**src/rtl/q3_seq_pkg.sv**
```systemverilog
// Shared types and defaults for the 3-bit sample sequence detector.
package q3_seq_pkg;

  localparam int unsigned Q3_W = 3;

  localparam logic [Q3_W-1:0] Q3_PAT0 = 3'd1;
  localparam logic [Q3_W-1:0] Q3_PAT1 = 3'd5;
  localparam logic [Q3_W-1:0] Q3_PAT2 = 3'd7;

  typedef enum logic [1:0] {
    StIdle = 2'd0,
    StGot0 = 2'd1,
    StGot1 = 2'd2
  } q3_state_t;

endpackage

```
**src/rtl/sat_counter.sv**
```systemverilog
// Saturating up-counter with synchronous active-high clear; holds at all-ones.
module sat_counter #(
  parameter int unsigned WIDTH = 8
) (
  input  logic             clk,
  input  logic             rst_n,
  input  logic             inc,
  output logic [WIDTH-1:0] cnt
);

  logic [WIDTH-1:0] cnt_q;

  always_ff @(posedge clk) begin
    if (rst_n) begin
      cnt_q <= '0;
    end else if (inc && (cnt_q != '1)) begin
      cnt_q <= cnt_q + WIDTH'(1);
    end
  end

  assign cnt = cnt_q;

endmodule

```
**src/rtl/q3_seq_detector.sv**
```systemverilog
// Detects the ordered sample sequence PAT0, PAT1, PAT2 on the enabled q stream,
// pulsing hit for one cycle per detection and counting detections.
module q3_seq_detector
  import q3_seq_pkg::*;
#(
  parameter int unsigned    W     = Q3_W,
  parameter logic [W-1:0]   PAT0  = W'(Q3_PAT0),
  parameter logic [W-1:0]   PAT1  = W'(Q3_PAT1),
  parameter logic [W-1:0]   PAT2  = W'(Q3_PAT2),
  parameter int unsigned    CNT_W = 8
) (
  input  logic             clk,
  input  logic             rst_n,
  input  logic             en,
  input  logic [W-1:0]     q,
  output logic             hit,
  output logic [CNT_W-1:0] hit_cnt,
  output logic [1:0]       state_o,
  output logic [W-1:0]     last_q
);

  q3_state_t    state_q;
  logic         hit_q;
  logic [W-1:0] last_sample_q;
  logic         detect;
  logic         state_bad;

  assign detect    = en && (state_q == StGot1) && (q == PAT2);
  assign state_bad = state_q[1] & state_q[0];

  always_ff @(posedge clk) begin
    if (rst_n) begin
      state_q       <= StIdle;
      hit_q         <= 1'b0;
      last_sample_q <= '0;
    end else if (en) begin
      hit_q         <= detect;
      last_sample_q <= q;
      case (state_q)
        StIdle:  state_q <= (q == PAT0) ? StGot0 : StIdle;
        StGot0: begin
          if (q == PAT1) begin
            state_q <= StGot1;
          end else if (q == PAT0) begin
            state_q <= StGot0;
          end else begin
            state_q <= StIdle;
          end
        end
        // A hit restarts from GOT0 only when PAT2 doubles as PAT0, which is the
        // same test as the mismatch fallback, so one compare covers both.
        StGot1:  state_q <= (q == PAT0) ? StGot0 : StIdle;
        default: state_q <= StIdle;
      endcase
    end else begin
      hit_q <= 1'b0;
      if (state_bad) begin
        state_q <= StIdle;
      end
    end
  end

  sat_counter #(
    .WIDTH (CNT_W)
  ) u_hit_cnt (
    .clk   (clk),
    .rst_n (rst_n),
    .inc   (detect),
    .cnt   (hit_cnt)
  );

  assign hit     = hit_q;
  assign state_o = state_q;
  assign last_q  = last_sample_q;

endmodule

```
**config.mk**
```make
export PLATFORM = sky130hd
export DESIGN_NAME = q3_seq_detector
export DESIGN_NICKNAME = d
export VERILOG_FILES = /design/src/rtl/q3_seq_pkg.sv /design/src/rtl/sat_counter.sv /design/src/rtl/q3_seq_detector.sv
export SDC_FILE = /design/constraint.sdc
export NUM_CORES = 1
export LEC_CHECK = 0
export CAP_MARGIN = 30
export CORE_AREA = 2 2 41 43
export DETAILED_ROUTE_END_ITERATION = 6
export DIE_AREA = 0 0 43 45
export DONT_BUFFER_PORTS = 1
export HOLD_SLACK_MARGIN = 0.02
export RECOVER_POWER = 100
export SYNTH_ARGS = -nofsm -noshare
export SYNTH_HDL_FRONTEND = slang
export SYNTH_SLANG_ARGS = --single-unit
```
**constraint.sdc**
```tcl
create_clock -name clk -period 3.42 [get_ports clk]
set_input_delay 0.342 -clock clk [delete_from_list [all_inputs] [get_ports clk]]
set_output_delay 0.342 -clock clk [all_outputs]
set_load 0.05 [all_outputs]
```
==> results.yml <==
logic_synthesis:
  ys_ff_latch: 14
  yosysSeqAreaShare_pct: 43.7
  ys_types: 30
  syn_avg_cell_area_um2: 9.02
  synth_nets: 78
  synth_edf_count: 0
  synth_ff_type: "dfxtp_1"
  synthesis.area_um2: 641
  yosys_warnings: 0
  syn-instance-count: 71
  ys_async_sr_fraction_pct: 0
critical_path:
  cp_max_fo: 6
  worst_setup_path_end_kind: "flip-flop"
  crit_slowest_cell: "dfxtp_1"
  path_buf_inv: 0
  arrival_ns: 2.34
  slowest_delay_ns: 0.69
  ff2ff_setup_slack_ns: 1.29
  cp_cell_sequence: "ha_1 > nand2_1 > a2111o_1 > or3_1 > a21oi_1"
  critPathKind: "flip-flop to flip-flop"
  required_ns: 3.63
  critPathLaunchType: "flip-flop"
  crit_family: "flip-flops"
detailed_routing:
  wl_per_cell_um: 13.9
  drt_first_pass_iters: 4
  vias_per_cell: 5.79
  via_count: 504
  ant_nets: 0
  drt_first_iter_violations: 7
  routed_wl_um: 1210
  drc: 0
pwr:
  p_leak_nw: 0.244
  comb_power_share_pct: 3.0
  powerDensity_nw_per_um2: 413
  power_w: 0.000274
  intPower_w: 0.000211
  netSwitchingPower_w: 0.0000634
  ir_drop_uv: 208
  switching_share_pct: 23.1
  pwr-share-clk_pct: 32.2
  power_frac_seq_pct: 64.8
timing:
  rsz0062_at_grt: "false"
  worst_pin_slew_ns: 0.686
  maxSlewViolCount: 0
  finalCriticalPeriod_ns: 2.13
  tns_ns: 0
  fin_crit_sh_pct: 62.4
  skew_ns: 0.00566
  hold_viol: 0
  setup_viol: 0
  fmax_mhz: 469
  slew_headroom_pct: 54.2
placed_design:
  routabilityCongestion: 0.783
  hpwl_um: 913
  port-buffer-count: 0
cts:
  cts_made_buffers: 3
  clkTransAtPathRegs_ns: 0.08
  clockBufferDepth: 2
  postCtsHoldBufs: 0
  cts_max_level: 1
  cts_tree: "built"
  post-cts-setup-buffers: 0
  clock_latency_ns: 0.27
  cts_resized: 0
  clk_root_buffer_cell: "clkbuf_4"
  cts_sinks: 14
final_layout:
  syn_to_final_growth_pct: 3.52
  mostFrequentLayoutCell: "dfxtp_1"
  nets: 80
  diodes: 0
  drive_above_1_share_pct: 7.04
  nFillCells: 163
  layout_common_cells: "14 x dfxtp_1, 9 x nor2_1, 5 x nand2_1"
global_route:
  track_usage_pct: 14.0
  overflow: 0
  grt_first_pass_wirelength_um: 2030
  antenna_found_initial: 0
  grt_pass1_vias: 473
  grt_max_degree: 15
floorplan:
  dieArea_um2: 1940
  core_um2: 1470
  dieWidth_um: 43
  start_util_pct: 43.5
  io_pins: 20
  fp.dieH_um: 45
  rows: 14
outcome:
  run_status: "completed"
hold_path:
  hold_path.class: "input port to flip-flop"
run:
  drv_cap: 0
## power groups by stage
| stage | clock network (W) | logic, W | registers (W) |
|---|---|---|---|
| global route | 0.0000979 | 0.00000959 | 0.000178 |
| global placement | 0 | 0.00000820 | 0.000181 |
| finish | 0.0000882 | 0.00000835 | 0.000177 |
| CTS | 0.0000930 | 0.00000831 | 0.000178 |
| floorplan | 0 | 0.00000970 | 0.000181 |
| detailed placement | 0 | 0.00000820 | 0.000181 |
## logic make-up (layout without fill, tap and decap cells)
logic type / Yosys count / in the layout / synth area share (%)
AO/OA/AOI/OAI: 14 / 14 / 16.0
XOR/XNOR: 1 / 1 / 1.37
adder cells (fa/ha/maj): 1 / 1 / 1.95
buffers and inverters: 6 / 6 / 4.88
flip-flops: 14 / 14 / 43.8
multiplexers: 5 / 5 / 8.20
AND/OR/NAND/NOR: 30 / 30 / 23.8
## routing by layer
metal / GRT usage, % / up-vias / part of all wire (%)
met5: 0 / - / 0
met4: 6.67 / 0 / 0.83
met3: 6.00 / 4 / 9.0
met2: 22.1 / 17 / 42
met1: 16.6 / 221 / 48
li1: - / 262 / -
## worst reg2reg max path: cells and delay by family (launching register included)
family                     cells  cell delay [ns]
AOI/OAI and AO/OA              2             0.58
adders and majority gates      1             0.36
and+or+nand+nor                2             0.44
DFF                            1             0.69
## synthesized netlist by cell type, types with 2 or more instances
library cell	instances	area (µm²)
mux2i_1	3	30.0
inv_1	3	11.3
a2111oi_0	2	17.5
o21ai_0	2	10.0
nor2_1	9	33.8
nor2b_1	2	12.5
nand2b_1	2	12.5
nand4_1	2	12.5
mux2_2	2	22.5
dfxtp_1	14	280
nand2_1	5	18.8
nand3_1	4	20.0
a21oi_1	4	20.0
## metrics by stage
stage	instances	worst slack (ns)	utilization [%]	hold slack, ns	instance area (µm²)
finish	87	1.29	45.1	0.128	663
global route	87	1.17	45.1	0.115	663
CTS	87	1.29	45.1	0.121	663
detailed placement	84	1.32	43.5	0.415	641
global placement	84	1.35	43.5	0.413	641
floorplan	71	1.43	-	0.430	641
## state kept, by name, indices dropped and copies added (netlist names)
signal	count
last_q	3
u_hit_cnt.cnt	8
hit	1
state_o	2
## area by class of cell
cell class	count	area (µm²)	share of cell area (%)
multi-input cells	51	329	49.6
well taps	16	20.0	3.02
clock buffers	3	22.5	3.40
flip-flops and latches	14	280	42.3
inverters	3	11.3	1.70
## path summary, 6_finish.rpt
kind,endpoint,cells past startpoint,from
max,u_hit_cnt.cnt[6],5,u_hit_cnt.cnt[1]
min,u_hit_cnt.cnt[6],1,rst_n
max reg2reg,u_hit_cnt.cnt[6],5,u_hit_cnt.cnt[1]
min reg2reg,last_q[2],2,last_q[2]
No activity file was read; power rests on OpenSTA's default activity.
